$ cat src/rtl/isa_dispatch.sv
// rtl/isa_dispatch.sv - instruction sequencer dispatching a host-loaded program to N compute cores
module isa_dispatch #(
    parameter int LOG_COMMAND = 8,
    parameter int N_CORES     = 2,
    parameter int LOG_DEPTH   = 5,
    parameter int CYCLE_W     = 31
) (
    input  logic                           clk,
    input  logic                           rst_n,
    input  logic                           start,
    input  logic                           prog_we,
    input  logic [LOG_DEPTH-1:0]           prog_addr,
    input  logic [63:0]                    prog_data,
    input  logic [N_CORES-1:0]             core_done,
    output logic [N_CORES*LOG_COMMAND-1:0] command_out,
    output logic [N_CORES-1:0]             command_we,
    output logic                           busy,
    output logic                           done_all,
    output logic                           error,
    output logic [1:0]                     err_code,
    output logic [CYCLE_W-1:0]             cycle_count
);
    localparam int MW = LOG_COMMAND + 5;
    localparam logic [LOG_DEPTH-1:0] LAST_PC = '1;

    typedef enum logic [2:0] {
        S_IDLE, S_FETCH, S_ISSUE, S_DRAIN, S_DONE, S_ERROR
    } state_t;

    state_t                 state, state_nx;
    logic                   start_q;
    logic [LOG_DEPTH-1:0]   pc;
    logic [N_CORES-1:0]     core_busy;
    logic [1:0]             err_nx;
    logic                   accept, issue, spurious;
    logic [N_CORES-1:0]     sel_onehot;

    // Only the decoded fields are stored: {end, barrier, select, command}
    logic [MW-1:0]          mem [2**LOG_DEPTH];
    logic [MW-1:0]          word_q;
    logic                   unused_bits;

    logic [LOG_COMMAND-1:0] w_cmd;
    logic [2:0]             w_sel;
    logic                   w_bar, w_end;

    assign unused_bits = ^prog_data;
    assign w_cmd = word_q[LOG_COMMAND-1:0];
    assign w_sel = word_q[LOG_COMMAND+2:LOG_COMMAND];
    assign w_bar = word_q[MW-2];
    assign w_end = word_q[MW-1];

    assign busy     = (state == S_FETCH) || (state == S_ISSUE) || (state == S_DRAIN);
    assign done_all = (state == S_DONE);
    assign error    = (state == S_ERROR);

    always_ff @(posedge clk) begin
        if (prog_we && !busy)
            mem[prog_addr] <= {prog_data[63], prog_data[62], prog_data[10:8],
                               prog_data[LOG_COMMAND-1:0]};
        if (state == S_FETCH)
            word_q <= mem[pc];
    end

    always_comb begin
        sel_onehot = '0;
        for (int c = 0; c < N_CORES; c++)
            sel_onehot[c] = (w_sel == 3'(c));
    end

    always_comb begin
        state_nx = state;
        err_nx   = err_code;
        accept   = 1'b0;
        issue    = 1'b0;
        spurious = busy && (|(core_done & ~core_busy));
        case (state)
            S_IDLE, S_DONE, S_ERROR: begin
                if (start && !start_q) begin
                    accept   = 1'b1;
                    state_nx = S_FETCH;
                    err_nx   = 2'd0;
                end
            end
            S_FETCH: state_nx = S_ISSUE;
            S_ISSUE: begin
                // Decisions use core_busy from the start of the cycle, so a core
                // is never re-issued in the same cycle its done arrives.
                if (w_end) begin
                    state_nx = (core_busy == '0) ? S_DONE : S_DRAIN;
                end else if (sel_onehot == '0) begin
                    state_nx = S_ERROR;
                    err_nx   = 2'd1;
                end else if (!((w_bar && (core_busy != '0)) || ((core_busy & sel_onehot) != '0))) begin
                    issue = 1'b1;
                    if (pc == LAST_PC) begin
                        state_nx = S_ERROR;
                        err_nx   = 2'd2;
                    end else begin
                        state_nx = S_FETCH;
                    end
                end
            end
            S_DRAIN: begin
                if ((core_busy & ~core_done) == '0)
                    state_nx = S_DONE;
            end
            default: state_nx = S_IDLE;
        endcase
        if (spurious) begin
            issue    = 1'b0;
            state_nx = S_ERROR;
            err_nx   = 2'd3;
        end
    end

    always_ff @(posedge clk or negedge rst_n) begin
        if (!rst_n) begin
            state       <= S_IDLE;
            start_q     <= 1'b0;
            pc          <= '0;
            core_busy   <= '0;
            command_out <= '0;
            command_we  <= '0;
            err_code    <= 2'd0;
            cycle_count <= '0;
        end else begin
            state      <= state_nx;
            start_q    <= start;
            err_code   <= err_nx;
            command_we <= issue ? sel_onehot : '0;
            if (accept) begin
                pc          <= '0;
                cycle_count <= '0;
                core_busy   <= '0;
            end else if (busy) begin
                core_busy <= (core_busy & ~core_done) | (issue ? sel_onehot : '0);
                if (cycle_count != '1)
                    cycle_count <= cycle_count + 1'b1;
            end
            if (issue) begin
                pc <= pc + 1'b1;
                for (int c = 0; c < N_CORES; c++)
                    if (sel_onehot[c])
                        command_out[c*LOG_COMMAND +: LOG_COMMAND] <= w_cmd;
            end
        end
    end
endmodule

$ cat config.mk
export PLATFORM = sky130hd
export DESIGN_NAME = isa_dispatch
export DESIGN_NICKNAME = d
export VERILOG_FILES = /design/src/rtl/isa_dispatch.sv
export SDC_FILE = /design/constraint.sdc
export NUM_CORES = 1
export LEC_CHECK = 0
export ABC_CLOCK_PERIOD_IN_PS = 4100
export CORE_UTILIZATION = 63
export DETAILED_ROUTE_END_ITERATION = 7
export MAX_ROUTING_LAYER = met4
export PLACE_DENSITY = 0.81
export SYNTH_ARGS = -nofsm -noshare
export SYNTH_HDL_FRONTEND = slang
export SYNTH_SLANG_ARGS = --single-unit
$ cat constraint.sdc
create_clock -name clk -period 4.1 [get_ports clk]
set_input_delay 0.82 -clock clk [delete_from_list [all_inputs] [get_ports clk]]
set_output_delay 0.82 -clock clk [all_outputs]
set_load 0.02 [all_outputs]
==> results of run 1 <==
==> cells by family (layout without fill, tap and decap cells) <==
kind of cell,count (synthesis),after routing,share of synthesized area
multiplexers,182,182,0.1603
flip-flops,491,491,0.7358
buffers and inverters,60,214,0.01327
AND/OR/NAND/NOR,201,201,0.05115
AO/OA/AOI/OAI,107,107,0.03757
other,0,1,0
adder cells (fa/ha/maj),3,3,0.001914
==> worst reg2reg max path: stages (launching register included) <==
cell,delay (ns)
sky130_fd_sc_hd__dfrtp_1,0.52
sky130_fd_sc_hd__o21bai_2,0.63
sky130_fd_sc_hd__a21oi_1,0.23
sky130_fd_sc_hd__nor4_4,0.62
sky130_fd_sc_hd__nand2_1,0.46
sky130_fd_sc_hd__mux2_2,0.40
==> layout by cell type, fill, tap and decap left out, types with 3 or more instances in the layout <==
master,count
sky130_fd_sc_hd__edfxtp_1,429
sky130_fd_sc_hd__mux4_2,104
sky130_fd_sc_hd__clkdlybuf4s50_1,76
sky130_fd_sc_hd__mux2i_1,60
sky130_fd_sc_hd__dfrtp_1,59
sky130_fd_sc_hd__nor2_1,56
sky130_fd_sc_hd__clkbuf_16,48
sky130_fd_sc_hd__nand2_1,47
sky130_fd_sc_hd__buf_4,39
sky130_fd_sc_hd__o21ai_0,26
sky130_fd_sc_hd__a21oi_1,24
sky130_fd_sc_hd__or3_1,19
sky130_fd_sc_hd__nand3_1,18
sky130_fd_sc_hd__mux2_2,18
sky130_fd_sc_hd__a22o_1,14
sky130_fd_sc_hd__nand4_1,14
sky130_fd_sc_hd__a221oi_1,13
sky130_fd_sc_hd__and3_1,11
sky130_fd_sc_hd__clkinv_1,11
sky130_fd_sc_hd__nand2b_1,10
sky130_fd_sc_hd__clkbuf_1,10
sky130_fd_sc_hd__inv_1,9
sky130_fd_sc_hd__nor2b_1,7
sky130_fd_sc_hd__clkinv_2,7
sky130_fd_sc_hd__bufinv_16,6
sky130_fd_sc_hd__nor3b_1,4
sky130_fd_sc_hd__a211oi_1,4
sky130_fd_sc_hd__nor3_1,4
sky130_fd_sc_hd__a31oi_1,4
sky130_fd_sc_hd__buf_12,4
sky130_fd_sc_hd__nor4_1,3
sky130_fd_sc_hd__ha_1,3
==> stage by stage <==
step	hold slack, ns	std cells
final	0.4518	1595
after floorplan	0.4763	1044
after detailed placement	0.4952	1509
after global placement	0.4851	1509
after global routing	0.5218	1595
after CTS	0.4753	1594
==> synth_stat cells (all sizes together) (3+ instances only) <==
cell / n / area, µm²
nand2b: 10 / 62.56
o21ai: 26 / 130.1
a211oi: 4 / 30.03
nand3: 18 / 90.09
nand2: 47 / 176.4
nor3b: 4 / 30.03
mux2i: 60 / 600.6
dfrtp: 62 / 1551
nand4: 14 / 87.58
or3: 19 / 118.9
nor2: 56 / 210.2
a21oi: 24 / 120.1
nor4: 4 / 40.04
mux4: 104 / 2342
a22o: 14 / 122.6
inv: 9 / 33.78
and3: 11 / 68.82
a31oi: 4 / 25.02
buf: 26 / 132.6
nor2b: 7 / 43.79
edfxtp: 429 / 12880
mux2: 18 / 202.7
a221oi: 13 / 113.9
clkbuf: 25 / 93.84
nor3: 4 / 20.02
ha: 3 / 37.54
==> registers in the layout, indices dropped and copies added (netlist names), 2 cells and up <==
name,count
word_q,13
core_busy,2
cycle_count,31
mem,416
command_we,2
err_code,2
state,3
command_out,16
pc,5
==> final timing paths <==
check	startpoint	end	slack, ns	cells past startpoint
worst max-delay path	state[1]	busy	0.66	3
worst min-delay path	rst_n	command_out[2]	0.45	1
worst max register to register	state[1]	command_out[10]	1.12	5
worst min register to register	command_out[0]	command_out[0]	0.51	1
max in group asynchronous	rst_n	cycle_count[23]	2.82	2
min in group clk	command_out[0]	command_out[0]	0.51	1
==> area by class of cell <==
cell class,count,area (µm²)
clock buffer,58,1239
multi-input combinational,493,4923
timing repair buffer,120,1139
inverter,9,33.78
tap,396,495.5
sequential,491,14440
clock inverter,27,289.0
antenna,1,2.502
fill,1710,8025
==> report_power, final <==
part | leakage [nW] | switching (W) | internal, W
Clock | 0.744 | 0.00178 | 0.00252
Combinational | 1.88 | 0.000952 | 0.000945
Sequential | 4.71 | 0.000268 | 0.00569
Total | 7.33 | 0.00299 | 0.00915
==> routing by layer <==
layer | vias up | global-route usage | wire length [µm]
li1 | 4493 | - | -
met1 | 5386 | 0.3767 | 15990
met2 | 520 | 0.4540 | 21180
met3 | 103 | 0.04582 | 3427
met4 | 0 | 0.1130 | 1551
met5 | - | - | 0
==> impl_summary.txt, run 1 <==
----------------------------------------------------
[Run status]
  Outcome ... finished, final reports clean

[Clock tree]
  Buffers inserted during post-CTS setup optimization ... 0
  Clock root cell ... sky130_fd_sc_hd__clkbuf_16
  Count of H-tree levels built during CTS ... 2
  Post-cts gate resize count ... 0
  # clock sinks ... 491
  Number of buffers between clock root and the deepest sink ... 3
  TritonCTS buffer count ... 47
  Clock slew at reported path FFs ... about 0.06 ns
  CTS Hold Buffers Added ... 0
  Source-to-sink clock delay at the later pin of the worst-skew pair ... 0.55 ns
  Clock tree from TritonCTS ... built

[GRT]
  Vias in the first global route ... 10,583
  Global-route total usage across every layer ... 0.2862
  First-pass GRT wire length ... 63.28 mm
  Pin count of the biggest net entering global routing ... 62
  GRT overflow ... 0
  Number of antenna violations at the first check in global routing ... 1

[Worst setup path]
  Peak per-stage delay on the critical path ... 0.63 ns
  Crit path max-delay family ... buffers and inverters
  Required time of the critical path ... 3.28 ns
  Critical-path maximum fanout ... 14
  Buf/Inv on CP ... 2
  Setup Crit Path Kind ... reg2out
  Worst Setup Start Kind ... register
  Ordered cell list for the critical path ... o21bai_2 > inv_1 > clkdlybuf4s50_1
  Slowest stage cell on the critical path ... sky130_fd_sc_hd__o21bai_2
  WP data arrival ... 2.62 ns
  Setup crit end kind ... primary output

[Synthesis]
  Mapped cell area ... approximately 20,000 µm²
  Share of synthesized registers carrying an async set or reset ... 0.1263
  Seq cells post-synth ... 491
  Post-Syn Area per Cell ... ~19 µm²
  Prevailing post-synth register cell ... sky130_fd_sc_hd__edfxtp_1
  Share of the yosys chip area belonging to registers ... 0.7358
  Synth unique cells ... 54
  Number of nets in the synthesized netlist ... approximately 1,100
  Syn. warnings ... 0
  Post-synth EDFFs ... between 400 and 500
  Number of instances in the synthesized netlist ... roughly 1,000

[Routing]
  Vias after detailed routing ... 10,502
  Post-route DRC ... 0
  First-pass iteration count of the detailed router ... 5
  Residual antenna-violating net count after detailed routing ... 0
  Via density per instance ... approximately 6.6
  Count of routing violations after the opening detailed-route iteration ... roughly 1,200
  Final wirelength ... roughly 42 mm
  Wirelength per Cell ... 26.43 µm

[Timing]
  Post-layout worst setup margin ... 0.6582 ns
  Final setup violating endpoints ... 0
  Achievable frequency ... a little under 300 MHz
  Final setup skew ... 0.01094 ns
  Max-slew violation count ... 0
  Slew @ Worst Pin ... 1.331 ns
  Headroom to the max-slew limit ... 0.1100
  Sum of negative setup slack ... 0 ns
  Count of endpoints failing hold in the final timing report ... 0
  Final cycle utilization of the critical path ... 0.8395
  Final worst path period need ... 3.442 ns
  RSZ-0062 raised after global routing ... no

[Cells and area]
  Layout cell share with drive strength beyond 1 ... 0.1995
  Final Net Count ... 1,240
  Fin util ... 0.7376
  Post-layout instance area ... 22,560 µm²
  Area added between synthesis and finish ... 15.02%

[Place]
  Last weighted congestion value of the routability-driven placer ... 0.8598
  PortBufs ... 77
  Sum of net half-perimeters after detailed placement ... roughly 24 mm
  Pre-CTS setup slack ... about 0.93 ns
  Post-placement cell area ... 21,030 µm²

[Die]
  DIE HEIGHT ... about 180 µm
  Top-Level Pins ... 129
  Effective utilization at floorplan ... 0.6413
  Die Footprint ... 31,850 µm²
  Total core area ... approximately 31,000 µm²
  DIE WIDTH ... 178.5 µm
  Row cnt ... 64

[Pwr]
  Power Total ... 0.01215 W
  Power density over the cells ... 538.5 nW/µm²
  Worst vdd rail ir drop ... 0.3905 mV
  Leak Pwr ... roughly 7.3 nW

[Flow run]
  Max Cap Viol ... 0

[Worst hold path]
  Class of the tightest hold or removal check ... in2async

----------------------------------------------------
Note: power is estimated with default switching activity, not from simulation.
==> inputs of run 2 (changes only) <==
==> config.mk (replaced) <==
export PLATFORM = sky130hd
export DESIGN_NAME = isa_dispatch
export DESIGN_NICKNAME = d
export VERILOG_FILES = /design/src/rtl/isa_dispatch.sv
export SDC_FILE = /design/constraint.sdc
export NUM_CORES = 1
export LEC_CHECK = 0
export ABC_CLOCK_PERIOD_IN_PS = 3200
export CORE_UTILIZATION = 59
export DETAILED_ROUTE_END_ITERATION = 7
export MAX_ROUTING_LAYER = met4
export PLACE_DENSITY = 0.77
export SYNTH_ARGS = -nofsm -noshare
export SYNTH_HDL_FRONTEND = slang
export SYNTH_SLANG_ARGS = --single-unit
==> constraint.sdc (replaced) <==
create_clock -name clk -period 3.2 [get_ports clk]
set_input_delay 0.64 -clock clk [delete_from_list [all_inputs] [get_ports clk]]
set_output_delay 0.64 -clock clk [all_outputs]
set_load 0.02 [all_outputs]
==> run 2 against run 1 <==
Effect of this change: sequential power is 27% higher; largest power group unchanged; cell count is 4.6% higher; via count is 0.26% lower; global-route usage is 2.0 points lower; register-to-register slack worse by 0.74 ns; clock power is 30% higher; combinational power is 32% higher.
==> impl_summary.txt, run 2 (same netlist as run 1, synthesis figures left out) <==
----------------------------------------------------
[Routing]
  First-pass iteration count of the detailed router ... 5 (unchanged)
  Post-route DRC ... 0 (unchanged)
  Final wirelength ... 41.83 mm (was 42.15 mm)
  Count of routing violations after the opening detailed-route iteration ... 1,116 (was 1,225)
  Residual antenna-violating net count after detailed routing ... 0 (unchanged)
  Wirelength per Cell ... 25.06 µm (was 26.43 µm)
  Via density per instance ... 6.276 (was 6.584)
  Vias after detailed routing ... 10,475 (was 10,502)

[Clock tree]
  Buffers inserted during post-CTS setup optimization ... 0 (unchanged)
  Clock root cell ... sky130_fd_sc_hd__clkbuf_16 (unchanged)
  Number of buffers between clock root and the deepest sink ... 3 (unchanged)
  Count of H-tree levels built during CTS ... 2 (unchanged)
  Clock slew at reported path FFs ... 0.06 ns (about the same)
  Source-to-sink clock delay at the later pin of the worst-skew pair ... 0.55 ns (about the same)
  TritonCTS buffer count ... 48 (was 47)
  Clock tree from TritonCTS ... built (unchanged)
  # clock sinks ... 491 (unchanged)

[Worst setup path]
  Setup Crit Path Kind ... reg2out (unchanged)
  WP data arrival ... 2.32 ns (was 2.62 ns)
  Worst Setup Start Kind ... register (unchanged)
  Required time of the critical path ... 2.56 ns (was 3.28 ns)
  Critical-path maximum fanout ... 14 (unchanged)
  Setup crit end kind ... primary output (unchanged)

[GRT]
  Vias in the first global route ... 10,424 (was 10,583)
  Global-route total usage across every layer ... 0.2658 (was 0.2862)
  Number of antenna violations at the first check in global routing ... 1 (unchanged)
  GRT overflow ... 0 (unchanged)
  Pin count of the biggest net entering global routing ... 43 (was 62)
  First-pass GRT wire length ... 63.54 mm (was 63.28 mm)

[Die]
  Die Footprint ... 33,980 µm² (was 31,850 µm²)
  DIE HEIGHT ... 184.3 µm (was 178.5 µm)
  Row cnt ... 66 (was 64)
  Effective utilization at floorplan ... 0.6014 (was 0.6413)
  Top-Level Pins ... 129 (unchanged)
  Total core area ... 32,620 µm² (was 30,590 µm²)
  DIE WIDTH ... 184.3 µm (was 178.5 µm)

[Cells and area]
  Most used cells in the layout excluding fill and tap cells ... sky130_fd_sc_hd__edfxtp_1, sky130_fd_sc_hd__mux4_2, sky130_fd_sc_hd__clkdlybuf4s50_1 (unchanged)
  Register containing the most flip-flops in the final layout ... mem (unchanged)
  Final Net Count ... 1,264 (was 1,240)
  Area added between synthesis and finish ... 16.56% (was 15.02%)
  Most common cell after layout, fill and taps aside ... sky130_fd_sc_hd__edfxtp_1 (unchanged)
  Number of flip-flops in the largest register ... 416 (unchanged)
  Layout cell share with drive strength beyond 1 ... 0.2194 (was 0.1995)
  Largest regs ... mem x416, cycle_count x31, command_out x16 (unchanged)
  Fillers ... 1,991 (was 1,710)

[Pwr]
  Leak Pwr ... 7.482 nW (was 7.329 nW)
  Worst vdd rail ir drop ... 0.5130 mV (was 0.3905 mV)
  Power density over the cells ... 686.0 nW/µm² (was 538.5 nW/µm²)

[Flow run]
  Max Cap Viol ... 0 (unchanged)

[Timing]
  Achievable frequency ... between 300 and 400 MHz
  Final setup violating endpoints ... 0 (unchanged)
  Max-slew violation count ... 0 (unchanged)
  Worst hold slack ... 0.1387 ns (was 0.4518 ns)
  Final setup skew ... 0.01901 ns (was 0.01094 ns)
  Headroom to the max-slew limit ... 0.2840 (was 0.1100)
  Final cycle utilization of the critical path ... 0.9239
  Post-layout worst setup margin ... 0.2437 ns (was 0.6582 ns)
  Final worst path period need ... between 2 and 3 ns
  Count of endpoints failing hold in the final timing report ... 0 (unchanged)
  Slew @ Worst Pin ... 1.071 ns (was 1.331 ns)
  Sum of negative setup slack ... 0 ns (unchanged)
  RSZ-0062 raised after global routing ... no (unchanged)

[Place]
  Last weighted congestion value of the routability-driven placer ... 0.8666 (was 0.8598)
  Pre-CTS setup slack ... 0.3040 ns (was 0.9277 ns)
  Sum of net half-perimeters after detailed placement ... 24.49 mm (was 24.30 mm)
  PortBufs ... 77 (unchanged)

[Run status]
  Outcome ... finished, final reports clean (unchanged)

[Worst hold path]
  Class of the tightest hold or removal check ... in2async (unchanged)

----------------------------------------------------
==> run 2: power breakdown <==
group	internal, W	switching, W
Sequential	0.00728	0.000286
Combinational	0.00124	0.00127
Clock	0.00329	0.00231
Total	0.0118	0.00387
==> run 2: layer usage <==
metal,part of all wire,vias up,global-route usage,routed length [µm]
li1,-,4539,-,-
met1,0.39,5394,0.3525,16370
met2,0.52,472,0.4374,21580
met3,0.071,70,0.03912,2972
met4,0.022,0,0.06767,905
met5,0,-,-,0
==> run 2: stage by stage <==
step           power (W)  utilization  cells  area, µm²
2_1_floorplan   0.009288            -   1044      19620
3_3_place_gp     0.01014       0.6523   1578      21280
3_5_place_dp     0.01020       0.6523   1578      21280
4_1_cts          0.01577       0.7007   1668      22860
5_1_grt          0.01623       0.7010   1669      22870
6_report         0.01569       0.7010   1669      22870
==> run 2: path summary, 6_finish.rpt <==
kind | from | to | slack [ns] | depth (start not counted)
setup / recovery | state[1] | busy | 0.24 | 3
hold / removal | rst_n | command_out[8] | 0.14 | 1
setup reg to reg | state[1] | command_out[13] | 0.38 | 5
hold reg to reg | command_out[10] | command_out[10] | 0.50 | 1
max in group asynchronous | rst_n | cycle_count[23] | 2.33 | 2
min in group clk | command_out[10] | command_out[10] | 0.50 | 1
==> run 2: critical path, stage by stage, from the launching register on <==
cell and delay (ns):
sky130_fd_sc_hd__dfrtp_1 0.54, sky130_fd_sc_hd__o21bai_4 0.42, sky130_fd_sc_hd__inv_1 0.22, sky130_fd_sc_hd__clkdlybuf4s50_1 0.59
==> run 2: cell type report <==
cell class | count | area [µm²] | share of cell area
clock inverter | 28 | 272.8 | 0.01193
multi-input combinational | 493 | 4931 | 0.2156
timing repair buffer | 143 | 1324 | 0.05789
antenna | 1 | 2.502 | 0.0001094
tap | 442 | 553.0 | 0.02419
sequential | 491 | 14440 | 0.6316
inverter | 9 | 33.78 | 0.001477
clock buffer | 62 | 1306 | 0.05713
==> run 2: what timing repair did <==
action	CTS	global route
hold buffers	0	0
resized for setup	0	1
setup endpoints to repair	0	1
